`config.mk`:
```
export PLATFORM = sky130hd
export DESIGN_NAME = fetch_queue
export DESIGN_NICKNAME = d
export VERILOG_FILES = /design/src/rtl/fetch_queue.sv
export SDC_FILE = /design/constraint.sdc
export NUM_CORES = 1
export LEC_CHECK = 0
export ABC_CLOCK_PERIOD_IN_PS = 4000
export CORE_ASPECT_RATIO = 2
export CORE_MARGIN = 2
export CORE_UTILIZATION = 55
export CTS_BUF_LIST = sky130_fd_sc_hd__clkbuf_8
export CTS_CLUSTER_DIAMETER = 50
export CTS_CLUSTER_SIZE = 25
export DETAILED_ROUTE_END_ITERATION = 10
export GPL_TIMING_DRIVEN = 0
export PLACE_DENSITY = 0.78
export SETUP_SLACK_MARGIN = 0.05
export SYNTH_ARGS = -nofsm -noshare
export SYNTH_HDL_FRONTEND = slang
export SYNTH_SLANG_ARGS = --single-unit
```
`constraint.sdc`:
```
create_clock -name clk -period 4 [get_ports clk]
set_clock_uncertainty 0.05 [all_clocks]
set_input_delay 1 -clock clk [delete_from_list [all_inputs] [get_ports clk]]
set_output_delay 1 -clock clk [all_outputs]
set_load 0.05 [all_outputs]
```
`src/rtl/fetch_queue.sv`:
```
// fetch_queue: instruction fetch front end for the MIPS core.
//   Generates sequential word-aligned PCs and issues them to instruction memory.
//   Returned words are buffered with their PCs in a DEPTH-entry FIFO.
//   The FIFO head is presented to decode with a valid/ready handshake.
//   A redirect flushes the FIFO, restarts fetch at the target, and marks every
//   response still in flight for discard.
// Optional: define FETCH_QUEUE_PERF_EN to enable the perf_fetched / perf_flushes
//   counters. When it is undefined both ports read 0.
// Ports:
//   clk, reset                    clock, synchronous active-high reset
//   redirect_valid, redirect_pc   one-cycle redirect from branch/jump resolution
//   imem_req_valid/addr/ready     fetch request handshake
//   imem_rsp_valid/data           in-order responses, at most one per cycle
//   out_valid/pc/instr/ready      head-of-queue handshake to decode
//   perf_fetched, perf_flushes    optional performance counters
module fetch_queue #(
    parameter int          DEPTH           = 4,
    parameter int          MAX_OUTSTANDING = 2,
    parameter logic [31:0] RESET_PC        = 32'h0000_0000
) (
    input  logic        clk,
    input  logic        reset,
    input  logic        redirect_valid,
    input  logic [31:0] redirect_pc,
    output logic        imem_req_valid,
    output logic [31:0] imem_req_addr,
    input  logic        imem_req_ready,
    input  logic        imem_rsp_valid,
    input  logic [31:0] imem_rsp_data,
    output logic        out_valid,
    output logic [31:0] out_pc,
    output logic [31:0] out_instr,
    input  logic        out_ready,
    output logic [31:0] perf_fetched,
    output logic [15:0] perf_flushes
);

    localparam int AW = (DEPTH > 1) ? $clog2(DEPTH) : 1;
    localparam int CW = $clog2(DEPTH + 1);
    localparam int OW = $clog2(MAX_OUTSTANDING + 1);

    logic [31:0]   fetch_pc_r;
    logic [31:0]   rsp_pc_r;
    logic [31:0]   pc_mem_r    [DEPTH];
    logic [31:0]   instr_mem_r [DEPTH];
    logic [AW-1:0] head_r;
    logic [AW-1:0] tail_r;
    logic [CW-1:0] count_r;
    logic [OW-1:0] outst_r;
    logic [OW-1:0] drop_r;

    logic [31:0]   credit_s;
    logic          req_valid_s;
    logic          accept_s;
    logic          rsp_fire_s;
    logic          push_s;
    logic          pop_s;
    logic [31:0]   redirect_target_s;
    logic [1:0]    redirect_lsb_unused_s;

    // Handshake decode.
    // A response is only meaningful while something is outstanding.
    // A FIFO slot is reserved for every outstanding request, so a push can never overflow.
    always_comb begin
        credit_s              = 32'(count_r) + 32'(outst_r);
        req_valid_s           = !reset && !redirect_valid &&
                                (credit_s < 32'(DEPTH)) &&
                                (32'(outst_r) < 32'(MAX_OUTSTANDING));
        accept_s              = req_valid_s && imem_req_ready;
        rsp_fire_s            = imem_rsp_valid && (outst_r != OW'(0));
        push_s                = rsp_fire_s && (drop_r == OW'(0)) && !redirect_valid;
        pop_s                 = (count_r != CW'(0)) && out_ready && !redirect_valid;
        redirect_target_s     = {redirect_pc[31:2], 2'b00};
        redirect_lsb_unused_s = redirect_pc[1:0];
    end

    // Fetch PC, response tagging, credit/drop accounting and FIFO storage.
    always_ff @(posedge clk) begin
        if (reset) begin
            fetch_pc_r <= RESET_PC;
            rsp_pc_r   <= RESET_PC;
            head_r     <= AW'(0);
            tail_r     <= AW'(0);
            count_r    <= CW'(0);
            outst_r    <= OW'(0);
            drop_r     <= OW'(0);
        end else if (redirect_valid) begin
            // Flush the FIFO.
            // Every request not answered this cycle becomes a response to drop.
            fetch_pc_r <= redirect_target_s;
            rsp_pc_r   <= redirect_target_s;
            head_r     <= AW'(0);
            tail_r     <= AW'(0);
            count_r    <= CW'(0);
            outst_r    <= outst_r - OW'(rsp_fire_s);
            drop_r     <= outst_r - OW'(rsp_fire_s);
        end else begin
            if (accept_s) begin
                fetch_pc_r <= fetch_pc_r + 32'd4;
            end
            outst_r <= outst_r + OW'(accept_s) - OW'(rsp_fire_s);
            if (rsp_fire_s && (drop_r != OW'(0))) begin
                drop_r <= drop_r - OW'(1);
            end
            if (push_s) begin
                pc_mem_r[tail_r]    <= rsp_pc_r;
                instr_mem_r[tail_r] <= imem_rsp_data;
                tail_r              <= tail_r + AW'(1);
                rsp_pc_r            <= rsp_pc_r + 32'd4;
            end
            if (pop_s) begin
                head_r <= head_r + AW'(1);
            end
            count_r <= count_r + CW'(push_s) - CW'(pop_s);
        end
    end

    // Output view of the registered state.
    always_comb begin
        imem_req_valid = req_valid_s;
        imem_req_addr  = fetch_pc_r;
        out_valid      = (count_r != CW'(0));
        if (count_r != CW'(0)) begin
            out_pc    = pc_mem_r[head_r];
            out_instr = instr_mem_r[head_r];
        end else begin
            out_pc    = 32'h0000_0000;
            out_instr = 32'h0000_0000;
        end
    end

`ifdef FETCH_QUEUE_PERF_EN
    logic [31:0] perf_fetched_r;
    logic [15:0] perf_flushes_r;

    // Performance counters.
    // Pops taken in a redirect cycle do not count.
    always_ff @(posedge clk) begin
        if (reset) begin
            perf_fetched_r <= 32'h0000_0000;
            perf_flushes_r <= 16'h0000;
        end else begin
            if (pop_s) begin
                perf_fetched_r <= perf_fetched_r + 32'd1;
            end
            if (redirect_valid) begin
                perf_flushes_r <= perf_flushes_r + 16'd1;
            end
        end
    end

    assign perf_fetched = perf_fetched_r;
    assign perf_flushes = perf_flushes_r;
`else
    assign perf_fetched = 32'h0000_0000;
    assign perf_flushes = 16'h0000;
`endif

endmodule

```
==> out/qor.txt, run 1 <==
Outcome: finished clean
GRT Overall Usage: 0.238
HP Class: reg -> reg
Seq cells post-synth: 321
Main combinational cell family by area after synthesis: simple AND/OR/NAND/NOR gates
Starting Density: 0.556
DR vias: 8623
Most frequent cell after synthesis: edfxtp_1
Vert. Die Dim: 228 µm
Syn avg cell area: 14.5 µm²
Post-DP HPWL: 22400 µm
Tightest Pin Transition: 0.976 ns
Crit-path slowest cell: clkdlybuf4s50_1
Layout Nets: 1273
Post-synth top cells: edfxtp_1 (248), dfxtp_1 (73), nor2b_1 (64), mux4_2 (62), buf_4 (53)
Delay-heaviest family, CP: buffers and inverters
Fmax: 261 MHz
Multi-input logic area: 4480 µm²
Top Ports: 216
Max-Slew Margin vs Limit: 0.346
Wire per inst: 20.3 µm
Setup tns final: 0 ns
Leak Pwr: 5.69 nW
Die W: 116 µm
Placed Cells: 1508
Synth Flop Type: edfxtp_1
Power per Cell Area: 358 nW/µm²
Synth Area in Adders: 0.0132
Fin cells: 1536
Worst Path Required: 2.95 ns
Worst-path clk slew: 0.13 ns
Post-synthesis simple-gate area fraction: 0.110
CP cell instances: buf_4, mux4_2, nor2b_1, clkdlybuf4s50_1
RSZ-0062 raised after global routing: no
Max-Cap Viols: 0
FFs w/ async S/R, synth: 0
Post-synthesis mux area share: 0.103
Synth Area in Compound Gates: 0.0561
Cts hold-fix bufs: 0
Share of layout cells above drive strength 1: 0.149
Vias in the first global route: 8729
DP Worst Slack: -0.118 ns
Synth top area share: 0.538
Cell taking the most area after synthesis: edfxtp_1
Worst reg2reg setup slack: 0.80 ns
Initial DRC count: 575
Initial antenna violation count: 1
H-Tree Depth: 1
DR vias/cell: 5.61
IO Port Bufs: 160
Critical path peak fanout: 10
Hold WS: 0.465 ns
Register area share after synthesis: 0.643
Final Power: 5.93 mW
Die area: 26500 µm²
Placed inst area: 16200 µm²
Critical Path End Type: output port
CP bufs+invs: 2
Core Rows: 82
Largest net degree at the start of global routing: 56
Max Root-Sink Buffers: 3
Library cells used by synthesis: 60
Post-route cell area: 16600 µm²
Gr ovfl total: 0
Clock Sink Count: 321
Clock latency on the worst-skew pair: 0.56 ns
Util after Layout: 0.665
Critical path arrival: 2.78 ns
Synth-to-layout area growth: 19.6%
First-pass iteration count of the detailed router: 5
RD Place Congestion: 0.937
Routed Antenna Nets: 0
Core region area: 24900 µm²
Tmin final: 3.83 ns
Final setup violation count: 0
Synthesized cell area: 13800 µm²
Max Slew Vio Count: 0
Critical path startpoint category: flip-flop
First-pass GRT wire length: 47600 µm
Ys Warns: 0
CTS Buf Count: 17
WL final: 31200 µm
Postcts setup bufs: 0
Fillcell total: 1841
FF/Latch Area: 8910 µm²
Final WS setup: 0.165 ns
Post-synthesis cell count: 956
EDFF count, synth: 248
CP max stage delay: 0.72 ns
Final Hold Fails: 0
Max IR drop VDD: 0.302 mV
Synth top area cells: edfxtp_1 (54%), dfxtp_1 (11%), mux4_2 (10%)
Tcrit/Tclk final: 0.959
Synth Area in XOR/XNOR: 0.0253
Crit Path Class: reg -> out
Root buffer cell: clkbuf_8
CTS tree: yes
DRC Markers: 0
state kept, by name, summed over array words and instances (netlist names), named ones only:
name / cells
rsp_pc_r: 30
tail_r: 2
count_r: 3
imem_req_addr: 30
head_r: 2
pc_mem_r: 120
instr_mem_r: 128
outst_r: 2
drop_r: 2
worst reg2reg max path: cells and delay by family (launching register included):
| family | cells | cell delay (ns) |
|---|---|---|
| adders and majority gates | 3 | 0.76 |
| buffers and inverters | 5 | 0.81 |
| AOI/OAI and AO/OA | 2 | 0.50 |
| and+or+nand+nor | 2 | 0.25 |
| xor gates and xnor gates | 2 | 0.27 |
| DFF | 1 | 0.45 |
layout make-up:
class / count / area share
Inverter: 23 / 0.00521
Clock buffer: 17 / 0.0141
Clock inverter: 12 / 0.00506
Multi-Input combinational cell: 562 / 0.270
Tap cell: 336 / 0.0254
Antenna cell: 1 / 0.000151
Sequential cell: 321 / 0.538
Timing Repair Buffer: 165 / 0.105
Buffer: 99 / 0.0368
path summary, 6_finish.rpt:
check | cells after the start | end | startpoint
worst max register to register | 14 | outst_r[1] | count_r[1]
worst min register to register | 2 | tail_r[1] | tail_r[1]
worst min-delay path | 2 | tail_r[1] | tail_r[1]
worst max-delay path | 4 | out_pc[23] | flip-flop
cell families after synthesis:
kind of cell,count (synthesis)
flip-flops,321
AND/OR/NAND/NOR,275
buffers and inverters,124
AO/OA/AOI/OAI,116
multiplexers,65
XOR/XNOR,40
adder cells (fa/ha/maj),14
other,1
report_power, final:
| part | switching, mW | internal, mW |
|---|---|---|
| Combinational | 0.490 | 0.278 |
| Clock | 0.961 | 0.456 |
| Sequential | 0.0861 | 3.66 |
repair_timing:
item / in CTS / in global routing
gates resized for setup: 18 / 15
setup endpoints to repair: 60 / 24
gates cloned: 0 / 0
routing by layer:
| metal | part of all wire | track usage |
|---|---|---|
| met3 | 0.044 | 0.0207 |
| met5 | 0 | 0 |
| met1 | 0.35 | 0.258 |
| met4 | 0.051 | 0.116 |
| met2 | 0.55 | 0.448 |
placed cells by master, fill, tap and decap left out, types with 19 or more instances in the layout:
cell               n
nor2b_1           64
inv_1             30
mux4_2            62
xor2_1            21
clkbuf_1          25
xnor2_1           19
dfxtp_1           71
buf_4             59
edfxtp_1         248
nand4_1           21
a21oi_1           24
nand3_1           25
clkdlybuf4s50_1  148
nor2_1            51
nand2_1           45
conb_1            52
No activity file was read; power rests on OpenSTA's default activity.
==> run 2, diff against run 1 <==
CORE_MARGIN = 3   (was 2)
==> out/qor.txt, run 2 (synthesis results as in run 1) <==
GRT Overall Usage: 0.227
HP Class: reg -> reg
Clock Sink Count: 321
Biggest registers after layout: instr_mem_r: 128 flops, pc_mem_r: 120 flops
CTS tree: yes
Max IR drop VDD: 0.240 mV
Reg-to-Reg Start: count_r[1]
Fmax: 262 MHz
Routed Antenna Nets: 0
IO Port Bufs: 160
Max-Slew Margin vs Limit: 0.389
Fillcell total: 1794
Delay-heaviest family, CP: buffers and inverters
DR vias/cell: 5.58
Setup tns final: 0 ns
First-pass iteration count of the detailed router: 5
Critical path peak fanout: 10
Hold WS: 0.466 ns
CP max stage delay: 0.72 ns
Gr ovfl total: 0
Largest register FFs: 128
Die area: 27200 µm²
Worst Path Required: 2.95 ns
Layout Nets: 1273
FF/Latch Area: 8910 µm²
Worst-path clk slew: 0.14 ns
Clock latency on the worst-skew pair: 0.57 ns
Postcts setup bufs: 0
RD Place Congestion: 0.934
Max Root-Sink Buffers: 3
CP bufs+invs: 2
Post-DP HPWL: 22500 µm
Most frequent cells in the layout: edfxtp_1 (248), clkdlybuf4s50_1 (125), dfxtp_1 (72), nor2b_1 (64), mux4_2 (62)
Commonest non-fill, non-tap cell in the layout: edfxtp_1
Starting Density: 0.562
Share of layout cells above drive strength 1: 0.146
Crit-path slowest cell: clkdlybuf4s50_1
Tightest Pin Transition: 0.912 ns
Leak Pwr: 5.97 nW
Core region area: 24600 µm²
CTS Buf Count: 17
Core Rows: 81
Initial DRC count: 607
Multi-input logic area: 4480 µm²
DR vias: 8539
N_diodes: 0
Critical Path End Type: output port
Hold_sp: tail_r[1]
Top Ports: 216
RSZ-0062 raised after global routing: no
Vias in the first global route: 8684
Max-Cap Viols: 0
Critical path arrival: 2.77 ns
WL final: 31200 µm
H-Tree Depth: 1
Die W: 118 µm
Critical path startpoint category: flip-flop
Synth-to-layout area growth: 19.6%
Vert. Die Dim: 230 µm
DRC Markers: 0
Tmin final: 3.82 ns
CP cell instances: buf_4, mux4_2, nor2b_1, clkdlybuf4s50_1
Cts hold-fix bufs: 0
Max Slew Vio Count: 0
Initial antenna violation count: 0
Final setup violation count: 0
Largest net degree at the start of global routing: 56
First-pass GRT wire length: 47900 µm
Top reg by flops: instr_mem_r
Root buffer cell: clkbuf_8
Crit Path Class: reg -> out
Outcome: finished clean
Final Hold Fails: 0
Tcrit/Tclk final: 0.954
Power per Cell Area: 356 nW/µm²
Wire per inst: 20.4 µm
[run 2: cell types whose count changed in the layout (fill, tap and decap cells not counted), moves of 2 or more]
cell and delta:
clkbuf_1 +2, clkbuf_2 -2, clkdlybuf4s50_1 -23, dlygate4sd2_1 +10, dlymetal6s2s_1 +13
[run 2: where the power goes]
part / switching, mW / total (mW) / internal (mW)
Combinational: 0.486 / 0.760 / 0.275
Sequential: 0.0871 / 3.75 / 3.66
Clock: 0.965 / 1.39 / 0.424
Total: 1.54 / 5.90 / 4.36
[run 2: routing by layer]
layer / track usage / up-vias / wire length [µm] / part of all wire
met1: 0.249 / 4111 / 11000 / 0.35
met3: 0.0218 / 74 / 1580 / 0.051
met5: 0 / - / 0 / 0
met2: 0.431 / 371 / 17100 / 0.55
met4: 0.111 / 0 / 1510 / 0.048
li1: - / 3983 / - / -
[run 2: path summary, 6_finish.rpt]
| check | to | slack, ns | cells past startpoint |
|---|---|---|---|
| max reg2reg | outst_r[1] | 0.83 | 14 |
| min reg2reg | tail_r[1] | 0.47 | 2 |
| min | tail_r[1] | 0.47 | 2 |
| max | out_pc[2] | 0.18 | 4 |
[run 2: stage by stage]
| stage | instances | power (mW) | util | cell area, µm² | setup WS, ns |
|---|---|---|---|---|---|
| 5_1_grt | 1531 | 6.09 | 0.673 | 16600 | 0.0496 |
| 4_1_cts | 1531 | 5.93 | 0.671 | 16500 | 0.0216 |
| 2_1_floorplan | 1007 | 4.31 | - | 14000 | 0.426 |
| 6_report | 1531 | 5.90 | 0.673 | 16600 | 0.183 |
| 3_3_place_gp | 1499 | 4.57 | 0.652 | 16100 | -1.38 |
| 3_5_place_dp | 1504 | 4.58 | 0.658 | 16200 | -0.0969 |
[run 2: repair_timing]
item,CTS,global route
setup endpoints to repair,60,22
cloned,0,0
resized for setup,27,22
[run 2: worst register-to-register path, cell delays in order (launching register included)]
cell      delay (ns)
dfxtp_1         0.45
ha_1            0.27
a311oi_1        0.30
and3_1          0.20
buf_4           0.20
inv_2           0.13
buf_2           0.21
buf_2           0.25
ha_1            0.31
inv_1           0.04
ha_1            0.17
xnor2_1         0.11
o21ai_0         0.18
xnor2_1         0.14
nor2_1          0.05
[run 2: area by class of cell]
class	count	share of cell area
Multi-Input combinational cell	562	0.271
Inverter	23	0.00521
Buffer	99	0.0365
Clock inverter	12	0.00453
Clock buffer	17	0.0141
Tap cell	332	0.0251
Timing Repair Buffer	165	0.106
Sequential cell	321	0.538
